<file path="src/rtl/writeback_retire_if.sv">
// writeback_retire_if: exec-result, CSR, resume and commit signals of the writeback stage
interface writeback_retire_if #(parameter int XLEN = 64, parameter int ALEN = 64, parameter int CNT_W = 64);
  logic             exec_stall_next;
  logic             exec_exception;
  logic             exec_is_branch;
  logic             exec_is_reg_write;
  logic [4:0]       exec_reg_write_sel;
  logic [XLEN-1:0]  exec_result;
  logic [ALEN-1:0]  exec_branch_target;
  logic [ALEN-1:0]  exec_instruction_next_addr;
  logic             csr_instret_we;
  logic [CNT_W-1:0] csr_instret_wdata;
  logic             resume;
  logic [ALEN-1:0]  resume_addr;
  logic             reg_write_en;
  logic [4:0]       reg_write_sel;
  logic [XLEN-1:0]  reg_write_data;
  logic             retire_valid;
  logic [ALEN-1:0]  retire_next_pc;
  logic             trap_valid;
  logic [ALEN-1:0]  trap_next_addr;
  logic             halted;
  logic             redirect_valid;
  logic [ALEN-1:0]  redirect_addr;
  logic [CNT_W-1:0] instret;
  modport slave (
    input  exec_stall_next, exec_exception, exec_is_branch, exec_is_reg_write, exec_reg_write_sel,
           exec_result, exec_branch_target, exec_instruction_next_addr, csr_instret_we,
           csr_instret_wdata, resume, resume_addr,
    output reg_write_en, reg_write_sel, reg_write_data, retire_valid, retire_next_pc, trap_valid,
           trap_next_addr, halted, redirect_valid, redirect_addr, instret
  );
  modport master (
    output exec_stall_next, exec_exception, exec_is_branch, exec_is_reg_write, exec_reg_write_sel,
           exec_result, exec_branch_target, exec_instruction_next_addr, csr_instret_we,
           csr_instret_wdata, resume, resume_addr,
    input  reg_write_en, reg_write_sel, reg_write_data, retire_valid, retire_next_pc, trap_valid,
           trap_next_addr, halted, redirect_valid, redirect_addr, instret
  );
endinterface

</file>
<file path="src/rtl/writeback_retire.sv">
// writeback_retire: commits exec results, counts instret, turns exceptions into trap then halt
module writeback_retire #(parameter int XLEN = 64, parameter int ALEN = 64, parameter int CNT_W = 64) (
  input logic clk,
  input logic rst,
  writeback_retire_if.slave bus
);
  typedef enum logic [1:0] {RUN, TRAP, HALTED} state_t;
  state_t state_q, state_d;
  logic reg_write_en_q, reg_write_en_d, retire_valid_q, retire_valid_d;
  logic trap_valid_q, trap_valid_d, halted_q, halted_d, redirect_valid_q, redirect_valid_d;
  logic [4:0] reg_write_sel_q, reg_write_sel_d;
  logic [XLEN-1:0] reg_write_data_q, reg_write_data_d;
  logic [ALEN-1:0] retire_next_pc_q, retire_next_pc_d, trap_next_addr_q, trap_next_addr_d;
  logic [ALEN-1:0] redirect_addr_q, redirect_addr_d;
  logic [CNT_W-1:0] instret_q, instret_d;
  logic in_valid, ok, wr;
  always_comb begin
    in_valid = !bus.exec_stall_next && state_q == RUN;
    ok = in_valid && !bus.exec_exception;
    wr = ok && bus.exec_is_reg_write && bus.exec_reg_write_sel != 5'd0;
    state_d = state_q == TRAP ? HALTED
            : state_q == HALTED ? (bus.resume ? RUN : HALTED)
            : (in_valid && bus.exec_exception ? TRAP : RUN);
    reg_write_en_d = wr;
    reg_write_sel_d = wr ? bus.exec_reg_write_sel : (state_q == RUN && !in_valid ? 5'd0 : reg_write_sel_q);
    reg_write_data_d = wr ? bus.exec_result : reg_write_data_q;
    retire_valid_d = ok;
    retire_next_pc_d = !ok ? retire_next_pc_q
                     : bus.exec_is_branch ? bus.exec_branch_target : bus.exec_instruction_next_addr;
    trap_valid_d = in_valid && bus.exec_exception;
    trap_next_addr_d = trap_valid_d ? bus.exec_instruction_next_addr : trap_next_addr_q;
    halted_d = state_d == HALTED;
    redirect_valid_d = state_q == HALTED && bus.resume;
    redirect_addr_d = redirect_valid_d ? bus.resume_addr : redirect_addr_q;
    // a CSR write overrides a same-cycle retire increment
    instret_d = bus.csr_instret_we ? bus.csr_instret_wdata : instret_q + CNT_W'(ok);
  end
  always_ff @(posedge clk) begin
    if (rst) begin
      state_q <= RUN;
      reg_write_en_q <= 1'b0;
      reg_write_sel_q <= '0;
      reg_write_data_q <= '0;
      retire_valid_q <= 1'b0;
      retire_next_pc_q <= '0;
      trap_valid_q <= 1'b0;
      trap_next_addr_q <= '0;
      halted_q <= 1'b0;
      redirect_valid_q <= 1'b0;
      redirect_addr_q <= '0;
      instret_q <= '0;
    end else begin
      state_q <= state_d;
      reg_write_en_q <= reg_write_en_d;
      reg_write_sel_q <= reg_write_sel_d;
      reg_write_data_q <= reg_write_data_d;
      retire_valid_q <= retire_valid_d;
      retire_next_pc_q <= retire_next_pc_d;
      trap_valid_q <= trap_valid_d;
      trap_next_addr_q <= trap_next_addr_d;
      halted_q <= halted_d;
      redirect_valid_q <= redirect_valid_d;
      redirect_addr_q <= redirect_addr_d;
      instret_q <= instret_d;
    end
  end
  assign bus.reg_write_en = reg_write_en_q;
  assign bus.reg_write_sel = reg_write_sel_q;
  assign bus.reg_write_data = reg_write_data_q;
  assign bus.retire_valid = retire_valid_q;
  assign bus.retire_next_pc = retire_next_pc_q;
  assign bus.trap_valid = trap_valid_q;
  assign bus.trap_next_addr = trap_next_addr_q;
  assign bus.halted = halted_q;
  assign bus.redirect_valid = redirect_valid_q;
  assign bus.redirect_addr = redirect_addr_q;
  assign bus.instret = instret_q;
endmodule

</file>
<file path="src/flat_wrapper.sv">
// flat-port wrapper written by rule: the top's interface ports become plain ports
module writeback_retire_flat 
#(parameter int XLEN = 64, parameter int ALEN = 64, parameter int CNT_W = 64)
  (clk, rst, bus_exec_stall_next, bus_exec_exception, bus_exec_is_branch, bus_exec_is_reg_write, bus_exec_reg_write_sel, bus_exec_result, bus_exec_branch_target, bus_exec_instruction_next_addr, bus_csr_instret_we, bus_csr_instret_wdata, bus_resume, bus_resume_addr, bus_reg_write_en, bus_reg_write_sel, bus_reg_write_data, bus_retire_valid, bus_retire_next_pc, bus_trap_valid, bus_trap_next_addr, bus_halted, bus_redirect_valid, bus_redirect_addr, bus_instret);
  writeback_retire_if #(.XLEN(XLEN), .ALEN(ALEN), .CNT_W(CNT_W)) bus_i ();
  input logic clk;
  input logic rst;
  input wire logic [$bits(bus_i.exec_stall_next)-1:0] bus_exec_stall_next;
  input wire logic [$bits(bus_i.exec_exception)-1:0] bus_exec_exception;
  input wire logic [$bits(bus_i.exec_is_branch)-1:0] bus_exec_is_branch;
  input wire logic [$bits(bus_i.exec_is_reg_write)-1:0] bus_exec_is_reg_write;
  input wire logic [$bits(bus_i.exec_reg_write_sel)-1:0] bus_exec_reg_write_sel;
  input wire logic [$bits(bus_i.exec_result)-1:0] bus_exec_result;
  input wire logic [$bits(bus_i.exec_branch_target)-1:0] bus_exec_branch_target;
  input wire logic [$bits(bus_i.exec_instruction_next_addr)-1:0] bus_exec_instruction_next_addr;
  input wire logic [$bits(bus_i.csr_instret_we)-1:0] bus_csr_instret_we;
  input wire logic [$bits(bus_i.csr_instret_wdata)-1:0] bus_csr_instret_wdata;
  input wire logic [$bits(bus_i.resume)-1:0] bus_resume;
  input wire logic [$bits(bus_i.resume_addr)-1:0] bus_resume_addr;
  output wire logic [$bits(bus_i.reg_write_en)-1:0] bus_reg_write_en;
  output wire logic [$bits(bus_i.reg_write_sel)-1:0] bus_reg_write_sel;
  output wire logic [$bits(bus_i.reg_write_data)-1:0] bus_reg_write_data;
  output wire logic [$bits(bus_i.retire_valid)-1:0] bus_retire_valid;
  output wire logic [$bits(bus_i.retire_next_pc)-1:0] bus_retire_next_pc;
  output wire logic [$bits(bus_i.trap_valid)-1:0] bus_trap_valid;
  output wire logic [$bits(bus_i.trap_next_addr)-1:0] bus_trap_next_addr;
  output wire logic [$bits(bus_i.halted)-1:0] bus_halted;
  output wire logic [$bits(bus_i.redirect_valid)-1:0] bus_redirect_valid;
  output wire logic [$bits(bus_i.redirect_addr)-1:0] bus_redirect_addr;
  output wire logic [$bits(bus_i.instret)-1:0] bus_instret;
  assign bus_i.exec_stall_next = bus_exec_stall_next;
  assign bus_i.exec_exception = bus_exec_exception;
  assign bus_i.exec_is_branch = bus_exec_is_branch;
  assign bus_i.exec_is_reg_write = bus_exec_is_reg_write;
  assign bus_i.exec_reg_write_sel = bus_exec_reg_write_sel;
  assign bus_i.exec_result = bus_exec_result;
  assign bus_i.exec_branch_target = bus_exec_branch_target;
  assign bus_i.exec_instruction_next_addr = bus_exec_instruction_next_addr;
  assign bus_i.csr_instret_we = bus_csr_instret_we;
  assign bus_i.csr_instret_wdata = bus_csr_instret_wdata;
  assign bus_i.resume = bus_resume;
  assign bus_i.resume_addr = bus_resume_addr;
  assign bus_reg_write_en = bus_i.reg_write_en;
  assign bus_reg_write_sel = bus_i.reg_write_sel;
  assign bus_reg_write_data = bus_i.reg_write_data;
  assign bus_retire_valid = bus_i.retire_valid;
  assign bus_retire_next_pc = bus_i.retire_next_pc;
  assign bus_trap_valid = bus_i.trap_valid;
  assign bus_trap_next_addr = bus_i.trap_next_addr;
  assign bus_halted = bus_i.halted;
  assign bus_redirect_valid = bus_i.redirect_valid;
  assign bus_redirect_addr = bus_i.redirect_addr;
  assign bus_instret = bus_i.instret;
  writeback_retire #(.XLEN(XLEN), .ALEN(ALEN), .CNT_W(CNT_W)) u_core (.clk(clk), .rst(rst), .bus(bus_i));
endmodule
</file>
<file path="config.mk">
export PLATFORM = sky130hd
export DESIGN_NAME = writeback_retire_flat
export DESIGN_NICKNAME = d
export VERILOG_FILES = /design/src/rtl/writeback_retire_if.sv /design/src/rtl/writeback_retire.sv /design/src/flat_wrapper.sv
export SDC_FILE = /design/constraint.sdc
export NUM_CORES = 1
export LEC_CHECK = 0
export ABC_CLOCK_PERIOD_IN_PS = 3700
export BUFFER_PORTS_ARGS = -buffer_cell sky130_fd_sc_hd__buf_2
export CAP_MARGIN = 0
export CORE_AREA = 2 2 256 258
export CTS_BUF_LIST = sky130_fd_sc_hd__clkbuf_4
export DETAILED_ROUTE_END_ITERATION = 6
export DIE_AREA = 0 0 258 260
export PLACE_DENSITY = 0.44
export SLEW_MARGIN = 20
export SYNTH_ARGS = -nofsm -noshare
export SYNTH_HDL_FRONTEND = slang
export SYNTH_SLANG_ARGS = --single-unit
export TNS_END_PERCENT = 50
</file>
<file path="constraint.sdc">
create_clock -name clk -period 3.7 [get_ports clk]
set_input_delay 0.37 -clock clk [delete_from_list [all_inputs] [get_ports clk]]
set_output_delay 0.37 -clock clk [all_outputs]
set_load 0.03 [all_outputs]
</file>
-- Word-level counts from Yosys, hierarchy flattened
Cells that the tools add are included.
- add/subtract/negate cells: 1
- eq/ne operators: 3
- multiplexer cells: 8
- reduce and logical (&&, ||, !) cells: 13
- operator list (kind ; number):
    64-bit two-way mux ; 2
    64-bit by 1-bit adder with 64-bit output ; 1
    5-bit two-way mux ; 2
    1-bit logical AND ; 7
    2-bit two-way mux ; 3
    5-bit nonzero test ; 1
    2-bit == test, second input constant ; 2
    1-bit zero test ; 3
    2-bit by 1-bit == test with 1-bit output, second input constant ; 1
    2-bit zero test ; 1
    2-bit nonzero test ; 1
    1-bit two-way mux ; 1
- register bits: 332
- output and inout port bits: 330
- word-level logic and storage cells: 37

-- Logic depth before layout (Yosys ltp)
Gate-level depths: netlist (run 1).
- word-level depth: 7
- gate-level depth with buffers: 13

-- Worst setup path after synthesis (run 1)
Ideal clock, no wire load.
- kind: input port to flip-flop
- start point: in bus_exec_exception
- end point: reg u_core.instret_q[44], in the netlist u_core.bus.instret[44]
- library setup time: 0.103 ns
- data arrival time: 3.307 ns
- required time: 3.597 ns
- setup slack: 0.290 ns
- stages: 11
- buffers on the path: 3
- cell sequence: nor4_2 -> clkbuf_1 -> clkbuf_1 -> ha_1 -> ha_1 -> nand3_1 -> or4_1 -> buf_2 -> and4bb_2 -> a211oi_1 -> a2111oi_2
- longest elaborated chain between the ends: 4
- ends and longest elaborated chain (item ; line ; text):
    start: declaration ; flat_wrapper.sv:9 ; input wire logic [$bits(bus_i.exec_exception)-1:0] bus_exec_exception;
    1-bit zero test ; writeback_retire.sv:19 ; ok = in_valid && !bus.exec_exception;
    1-bit logical AND ; writeback_retire.sv:19 ;
    via u_core.ok ; writeback_retire.sv:16 ; logic in_valid, ok, wr;
    64-bit by 1-bit adder with 64-bit output ; writeback_retire.sv:36 ; instret_d = bus.csr_instret_we ? bus.csr_instret_wdata : instret_q + CNT_W'(ok);
    64-bit two-way mux ; writeback_retire.sv:36 ;
    end signal: assignment ; writeback_retire.sv:64 ; instret_q <= instret_d;
    end: declaration ; writeback_retire.sv:15 ; logic [CNT_W-1:0] instret_q, instret_d;
The timed path passes the listed nets, and every way through them passes these cells.
A chain may end at the register's enable or synchronous reset.

-- Worst setup path in the final report (run 1)
- start point: reg u_core.state_q[0]
- end point: reg u_core.instret_q[62], in the netlist u_core.bus.instret[62]
- longest elaborated chain between the ends: 5
- ends and longest elaborated chain (item ; line ; text):
    start: declaration ; writeback_retire.sv:8 ; state_t state_q, state_d;
    start signal: assignment ; writeback_retire.sv:53 ; state_q <= state_d;
    2-bit zero test ; writeback_retire.sv:18 ; in_valid = !bus.exec_stall_next && state_q == RUN;
    1-bit logical AND ; writeback_retire.sv:18 ;
    1-bit logical AND ; writeback_retire.sv:19 ;
    64-bit by 1-bit adder with 64-bit output ; writeback_retire.sv:36 ;
    64-bit two-way mux ; writeback_retire.sv:36 ;
Every way passes these cells.

==> out/metrics.cfg, run 1 <==
[floorplan]
rows=93
core_area_um2=64120
start_util_pct=20.87
die_x_um=258
die_height_um=260
design.die.area_um2=67080
num_io_pins=663

[clocking]
ctsLongestPathBuffers=3
numCtsBuffers=99
clkTransAtPathRegs_ns=0.06
clk_latency_ns=0.84
h-tree-depth=3
cts_tree=yes
cts_sinks=332
root_buffer=clkbuf_4
cts_resized=0

[final_layout]
register_area_um2=6646
fin_cells=3606
nets=3013
multiInputGateArea_um2=6218
syn2layout_area_growth_pct=70.07
drive_gt1_share_pct=31.09
fill_cells=6786

[worst_setup_path]
cp-end-kind=register
required_ns=4.46
worstPathArrival_ns=4.21
critPathLaunchType=register
path_class=reg -> reg
critical_path.max_fanout=17

[sta]
final_hold_viol_count=0
slew-limit-headroom_pct=38.86
period_share_pct=93.22
setup_viol=0
rsz0062_at_grt=no
slew_viol_final=0
setup_ws_ns=0.2507
max_freq_mhz=289.9
clock_skew_ns=0.06596
setup-tns-final_ns=0
tightest_slew_ns=0.9171
whs_ns=0.1534
post-route-min-period_ns=3.449

[drt]
drc=0
ant_nets=0
wirelength_um=60220
post_drt_wl_per_cell_um=16.70
via_count=15810
vias_per_cell=4.384
first_pass_iters=5
drt_iter0_drc=690

[synthesis]
netlist_instances=1621
syn_area_um2=13380
synth_warnings=0
async_flop_share_pct=0
netlist.area_leader.share_pct=49.68
synth_edf_count=0
yosys.area.top_type=dfxtp_1
netlist-cell-type-count=49
synth.net_count=1956
syn_area_per_cell_um2=8.253
ys_ff_latch=332
synth_area_leaders=dfxtp_1 (50%), nand2_1 (12%), a21oi_1 (7.7%)
seq_area_frac_synth_pct=49.68
ys.flop_type=dfxtp_1

[job]
max_cap_viol_count=0

[global_route]
grt.total_usage_pct=17.05
grt_max_degree=155
grt_pass1_wl_um=90300
antenna_found_initial=5
grt_pass1_vias=16320
grt_overflow=0

[placement]
post-place-ws_ns=0.5135
globalplace.congestion=0.8450
port_buffers=662
hpwl_um=42140
dp_cells=3034

[power]
p_per_area_nw_per_um2=397.3
power.leakage_uw=0.01006
peakVddDrop_uv=258.2

[hold_path]
holdCritPathClass=in -> reg

[outcome]
status=complete, no violations

report_power, final:
part	switching (uW)	internal, uW
clock network	1680	1870
registers	133	3740
logic	920	700
worst max-delay path, cell delays in order, from the launching register on:
cell	delay [ns]
dfxtp_1	0.37
nor4_4	0.22
buf_4	0.18
ha_1	0.22
ha_1	0.29
and3_1	0.30
nand3_1	0.19
buf_4	0.25
or4_1	0.51
a311oi_1	0.25
dlygate4sd3_1	0.58
kinds of logic after synthesis:
kind of cell / Yosys count / share of synthesized area [%]
AND/OR/NAND/NOR: 693 / 22.63
AO/OA/AOI/OAI: 361 / 16.50
buffers and inverters: 135 / 3.937
adder cells (fa/ha/maj): 2 / 0.1870
XOR/XNOR: 29 / 1.899
flip-flops: 332 / 49.68
multiplexers: 69 / 5.163
placed cells by master (no fill, tap or decap), types with 24 or more instances in the layout:
cell type and n:
a21oi_1 207, mux2i_1 69, a311oi_1 24, nand3_1 26, dlygate4sd3_1 397, clkbuf_4 146
buf_2 660, a211oi_1 83, dfxtp_1 332, nand2_1 433, nor2_1 132
registers in the layout, indices dropped and copies added (netlist names):
register	cells
u_core.bus.halted	1
u_core.bus.reg_write_en	1
u_core.bus.instret	64
u_core.bus.reg_write_data	64
u_core.bus.reg_write_sel	5
u_core.state_q	2
u_core.bus.redirect_addr	64
u_core.bus.retire_next_pc	64
u_core.bus.trap_next_addr	64
u_core.bus.trap_valid	1
u_core.bus.redirect_valid	1
u_core.bus.retire_valid	1
final cells by class:
type / instances / share of cell area, %
repair buffers: 1078 / 33.04
flip-flops and latches: 332 / 29.21
multi-input cells: 1154 / 27.33
clock buffers: 146 / 4.817
well taps: 855 / 4.702
clock inverters: 21 / 0.6049
inverters: 13 / 0.2145
diodes: 7 / 0.07699
final timing paths:
kind / startpoint / endpoint / slack, ns / cells past startpoint
max reg2reg: u_core.state_q[0] / u_core.bus.instret[62] / 0.25 / 10
min: bus_csr_instret_we / u_core.bus.instret[7] / 0.15 / 3
max: u_core.state_q[0] / u_core.bus.instret[62] / 0.25 / 10
min reg2reg: u_core.bus.redirect_addr[48] / u_core.bus.redirect_addr[48] / 0.45 / 2
cells in the mapped netlist, types with 3 or more instances:
library cell    n
xor2_1         12
a21oi_1       207
a2111oi_2       3
o31ai_1        16
nor2_1        132
mux2i_1        69
nand2_1       434
nand4_1        19
nor4_1          3
a311oi_1       24
or3_1          13
buf_2           4
xnor2_1        17
a211oi_1       83
and2_1          3
nor3_1          8
inv_1          13
or4_1          19
and4_1          9
buf_1          12
nand3_1        26
and3_1         10
a31oi_1         4
dfxtp_1       332
o21ai_0        16
clkbuf_1      103
per-layer routing:
metal,up-vias,GRT usage [%],routed length (um)
li1,7782,-,-
met1,7284,19.22,23840
met2,593,29.80,30070
met3,149,4.766,4148
met4,0,7.916,2157
met5,-,0,0
per-stage QoR:
| step | instance area, um2 | total power, uW | util [%] |
|---|---|---|---|
| finish | 22750 | 9039 | 35.49 |
| global route | 22750 | 9556 | 35.48 |
| CTS | 22730 | 9231 | 35.45 |
| detailed placement | 17520 | 5230 | 27.32 |
| global placement | 17500 | 5217 | 27.29 |
| floorplan | 13380 | 4663 | - |
what timing repair did:
action                                  in CTS  in global routing
setup buffers                                0                  1
hold buffers                               397                  0
hold endpoints to repair                   328                  0
endpoints found under the setup margin       0                 11
Note: power is estimated with default switching activity, not from simulation.
==> run 2, diff against run 1 <==
- CELL_PAD_IN_SITES_DETAIL_PLACEMENT: unset -> 1
- CELL_PAD_IN_SITES_GLOBAL_PLACEMENT: unset -> 1
- CORE_AREA: 2 2 256 258 -> 2 2 259 261
- DIE_AREA: 0 0 258 260 -> 0 0 261 263
- PLACE_DENSITY: 0.44 -> 0.56
==> out/metrics.cfg, run 2 (synthesis gave the netlist of run 1 again) <==
[clocking]
root_buffer=clkbuf_4
ctsLongestPathBuffers=3  ; unchanged
clk_latency_ns=0.84  ; about the same
cts_sinks=332  ; unchanged
numCtsBuffers=98  ; -1.0%
h-tree-depth=3  ; unchanged
clkTransAtPathRegs_ns=0.06  ; about the same
cts_tree=yes

[power]
p_per_area_nw_per_um2=405.2  ; +2.0%
peakVddDrop_uv=193.4  ; -25%
power.leakage_uw=0.009723  ; -3.4%

[worst_setup_path]
worstPathArrival_ns=4.18  ; -0.03 ns
cp-end-kind=register
cpPeakStageDelay_ns=0.57  ; about the same
critPathLaunchType=register
cp_slowest_cell=dlygate4sd3_1
path_class=reg -> reg
crit_family=simple AND/OR/NAND/NOR gates
required_ns=4.47  ; about the same
crit_buf_inv=3  ; unchanged
crit_chain=nor4_4, ha_1, ha_1, buf_4, and3_1, nand3_1, buf_4, or4_1, a311oi_1, dlygate4sd3_1
critical_path.max_fanout=21  ; +4

[global_route]
grt_use_met3_pct=5.507  ; +0.74 points
grt_use_met1_pct=20.91  ; +1.7 points
grt_max_degree=166  ; +7.1%
grt_pass1_wl_um=100200  ; +11%
grt_overflow=0  ; unchanged
grt.total_usage_pct=18.66  ; +1.6 points
grt_pass1_vias=17090  ; +4.7%
gr-max-usage-layer=met2
antenna_found_initial=10  ; +5
groute.layer.met2.usage_pct=32.49  ; +2.7 points

[final_layout]
drive_gt1_share_pct=31.60  ; +0.51 points
syn2layout_area_growth_pct=66.29
fin_cells=3577  ; -0.80%
nets=2962  ; -1.7%
final_cell_mix=buf_2 (660), nand2_1 (433), dlygate4sd3_1 (344)
final_common_cell=buf_2

[hold_path]
holdCritPathClass=in -> reg

[placement]
port_buffers=662  ; unchanged
hpwl_um=46400  ; +10%
dp_cells=3047  ; +0.43%
globalplace.congestion=0.8069  ; -4.5%

[sta]
tightest_slew_ns=1.093  ; +0.1755 ns
final_hold_viol_count=0  ; unchanged
slew_viol_final=0  ; unchanged
rsz0062_at_grt=no
clock_skew_ns=0.05867  ; -0.007281 ns
setup_viol=0  ; unchanged
post-route-min-period_ns=3.417  ; -0.03220 ns
setup-tns-final_ns=0  ; unchanged
max_freq_mhz=292.6  ; +0.94%
period_share_pct=92.35  ; -0.87 points
slew-limit-headroom_pct=27.16  ; -12 points

[floorplan]
die_height_um=263  ; +1.2%
rows=94  ; +1.1%
num_io_pins=663  ; unchanged
design.die.area_um2=68640  ; +2.3%
core_area_um2=65630  ; +2.4%
start_util_pct=20.38  ; -0.48 points
die_x_um=261  ; +1.2%

[outcome]
status=complete, no violations

[drt]
drc=0  ; unchanged
drt_iter0_drc=616  ; -11%
first_pass_iters=5  ; unchanged
via_count=15880  ; +0.47%
post_drt_wl_per_cell_um=18.60  ; +11%
wirelength_um=66550  ; +11%
vias_per_cell=4.440  ; +1.3%
ant_nets=0  ; unchanged

[job]
max_cap_viol_count=0  ; unchanged

## run 2: layout make-up
class / count / area, um2
Clock inverter: 35 / 156.4
Fill cell: 8037 / 43380
Tap cell: 864 / 1081
Timing Repair Buffer: 1028 / 6997
Antenna cell: 7 / 17.52
Sequential cell: 332 / 6646
Clock buffer: 144 / 1081
Multi-Input combinational cell: 1154 / 6218
Inverter: 13 / 48.80
## run 2: tightest hold or removal path, cell delays in order
cell and delay (ns):
buf_2 0.08, buf_4 0.32, a2111oi_2 0.12
## run 2: timing repair
item                                    in CTS  in global routing
resized for setup                            0                  0
buffers inserted                             0                  0
endpoints found under the setup margin       0                  0
hold endpoints to repair                   325                  0
hold buffers                               344                  0
## run 2: report_power, final
group,switching (uW),internal [uW]
clock,1750,1790
sequential,134,3740
combinational,938,656
## run 2: metal layers
| layer | wire length [um] | up-vias |
|---|---|---|
| li1 | - | 7689 |
| met3 | 4803 | 136 |
| met1 | 26540 | 7535 |
| met2 | 32860 | 518 |
| met4 | 2313 | 4 |
| met5 | 27 | - |
## run 2: metrics by stage
step / setup WS, ns / total power, uW / cell area (um2) / utilization [%] / hold WS, ns
2_1_floorplan: 0.2898 / 4663 / 13380 / - / 0.5060
3_3_place_gp: 0.4596 / 5239 / 17550 / 26.74 / 0.4379
3_5_place_dp: 0.3831 / 5262 / 17550 / 26.74 / 0.4434
4_1_cts: 0.2347 / 9217 / 22230 / 33.87 / 0.002037
5_1_grt: 0.01482 / 9537 / 22240 / 33.89 / 0.05865
6_report: 0.2829 / 9015 / 22250 / 33.90 / 0.1289
## run 2: final timing paths
check | end | slack [ns] | depth (start not counted) | from
setup / recovery | u_core.bus.instret[46] | 0.28 | 10 | u_core.state_q[1]
hold / removal | u_core.bus.instret[44] | 0.13 | 3 | bus_csr_instret_we
setup reg to reg | u_core.bus.instret[46] | 0.28 | 10 | u_core.state_q[1]
hold reg to reg | u_core.bus.reg_write_data[28] | 0.45 | 2 | u_core.bus.reg_write_data[28]
==> run 3, diff against run 2 <==
- ABC_CLOCK_PERIOD_IN_PS: 3700 -> 4400
- CORE_AREA: 2 2 259 261 -> 2 2 255 257
- DIE_AREA: 0 0 261 263 -> 0 0 257 259
- PLACE_DENSITY: 0.56 -> 0.57
- clock period: 3.7 -> 4.4 ns (I/O delays scaled with it)
==> out/metrics.cfg, run 3 (synthesis gave the netlist of run 1 again) <==
[sta]
post-route-min-period_ns=3.274  ; -0.1434 ns
final_hold_viol_count=0  ; unchanged
tightest_slew_ns=0.9556  ; -0.1370 ns
max_freq_mhz=305.5  ; +4.4%
clock_skew_ns=0.06577  ; +0.007091 ns
setup_viol=0  ; unchanged
slew_viol_final=0  ; unchanged
slew-limit-headroom_pct=36.29  ; +9.1 points
period_share_pct=74.40  ; -18 points
setup-tns-final_ns=0  ; unchanged
rsz0062_at_grt=no

[floorplan]
design.die.area_um2=66560  ; -3.0%
die_x_um=257  ; -1.5%
rows=93  ; -1.1%
core_area_um2=63880  ; -2.7%
start_util_pct=20.94  ; +0.56 points
num_io_pins=663  ; unchanged
die_height_um=259  ; -1.5%

[placement]
hpwl_um=45020  ; -3.0%
port_buffers=662  ; unchanged
globalplace.congestion=0.8300  ; +2.9%

[worst_setup_path]
critical_path.max_fanout=52  ; +150%
crit_family=buffers and inverters
crit_top_cell=buf_4
crit_chain=nor4_4, buf_4, o211a_2, buf_4, nand2_1, a21oi_1, dlygate4sd3_1
cp_slowest_cell=buf_4
cpPeakStageDelay_ns=0.56  ; about the same
required_ns=5.14  ; +0.67 ns
path_class=reg -> reg
worstPathArrival_ns=4.01  ; -0.17 ns
cp-end-kind=register
crit_buf_inv=3  ; unchanged
critPathLaunchType=register

[final_layout]
fill_cells=7784  ; -3.1%
nets=2943  ; -0.64%
final_cell_mix=buf_2 (660), nand2_1 (433), dfxtp_1 (332)
final_common_cell=buf_2
syn2layout_area_growth_pct=63.96
drive_gt1_share_pct=31.65  ; +0.051 points

[global_route]
grt_pass1_vias=17140  ; +0.30%
grt_overflow=0  ; unchanged
antenna_found_initial=9  ; -1
grt_pass1_wl_um=98810  ; -1.4%
grt_max_degree=151  ; -9.0%
grt.total_usage_pct=18.84  ; +0.18 points

[power]
peakVddDrop_uv=177.0  ; -8.5%
p_per_area_nw_per_um2=343.2  ; -15%
power.leakage_uw=0.009601  ; -1.3%
p_total_uw=7529  ; -16%

[drt]
first_pass_iters=5  ; unchanged
ant_nets=0  ; unchanged
vias_per_cell=4.504  ; +1.4%
via_count=15910  ; +0.20%
post_drt_wl_per_cell_um=18.56  ; -0.24%
drc=0  ; unchanged
drt_iter0_drc=592  ; -3.9%
wirelength_um=65570  ; -1.5%

[clocking]
numCtsBuffers=102  ; +4.1%
root_buffer=clkbuf_4
cts_tree=yes
cts_sinks=332  ; unchanged
h-tree-depth=3  ; unchanged
clkTransAtPathRegs_ns=0.07  ; about the same
postCtsSetupBuffers=0  ; unchanged
clk_latency_ns=0.83  ; about the same
ctsLongestPathBuffers=3  ; unchanged

[job]
max_cap_viol_count=0  ; unchanged

[hold_path]
holdCritPathClass=in -> reg

[outcome]
status=complete, no violations

## run 3: cell types whose count changed in the layout (fill, tap and decap cells not counted), sizes merged
cell         delta
buf             -5
bufinv          +1
clkbuf          -6
clkinv          -5
clkinvlp        -1
diode           +1
dlygate4sd3    -18
inv             -2
## run 3: layer usage
| layer | GRT usage, % | share of wire [%] | wire [um] |
|---|---|---|---|
| met5 | 0 | 0.041 | 27 |
| met4 | 8.269 | 4.1 | 2694 |
| met3 | 6.278 | 7.4 | 4826 |
| met2 | 33.25 | 50 | 32550 |
| met1 | 20.53 | 39 | 25480 |
## run 3: worst paths after layout
path / from / to / slack (ns) / cells past startpoint
worst max-delay path: u_core.state_q[1] / u_core.bus.reg_write_sel[3] / 1.13 / 7
worst min-delay path: bus_exec_branch_target[60] / u_core.bus.retire_next_pc[60] / 0.12 / 3
worst max register to register: u_core.state_q[1] / u_core.bus.reg_write_sel[3] / 1.13 / 7
worst min register to register: u_core.bus.trap_next_addr[15] / u_core.bus.trap_next_addr[15] / 0.45 / 2
## run 3: where the power goes
| group | internal, uW | switching [uW] | total, uW |
|---|---|---|---|
| logic | 536 | 785 | 1320 |
| registers | 3150 | 112 | 3260 |
| clock network | 1500 | 1450 | 2950 |
## run 3: layout make-up
class / count / area (um2) / area share [%]
antenna: 8 / 20.02 / 0.09127
clock buffer: 138 / 1036 / 4.723
clock inverter: 28 / 166.4 / 0.7587
inverter: 13 / 48.80 / 0.2225
multi-input combinational: 1154 / 6218 / 28.35
sequential: 332 / 6646 / 30.30
tap: 855 / 1070 / 4.877
timing repair buffer: 1005 / 6729 / 30.68
## run 3: through the flow
stage	hold WS, ns	cells	util [%]	setup slack, ns	cell area (um2)
2_1_floorplan	0.5760	1621	-	0.9198	13380
3_3_place_gp	0.4387	3033	27.31	1.063	17450
3_5_place_dp	0.4465	3033	27.31	0.9695	17450
4_1_cts	0.01518	3525	34.30	1.027	21910
5_1_grt	0.04406	3531	34.33	0.7406	21930
6_report	0.1235	3533	34.34	1.126	21930
## run 3: timing repair
action / in CTS / in global routing
hold endpoints to repair: 321 / 0
setup endpoints to repair: 0 / 0
resized for setup: 0 / 0
hold buffers: 326 / 0
## run 3: worst reg2reg max path: stages, from the launching register on
cell           delay, ns
dfxtp_1             0.38
nor4_4              0.40
buf_4               0.49
o211a_2             0.53
buf_4               0.56
nand2_1             0.13
a21oi_1             0.15
dlygate4sd3_1       0.56
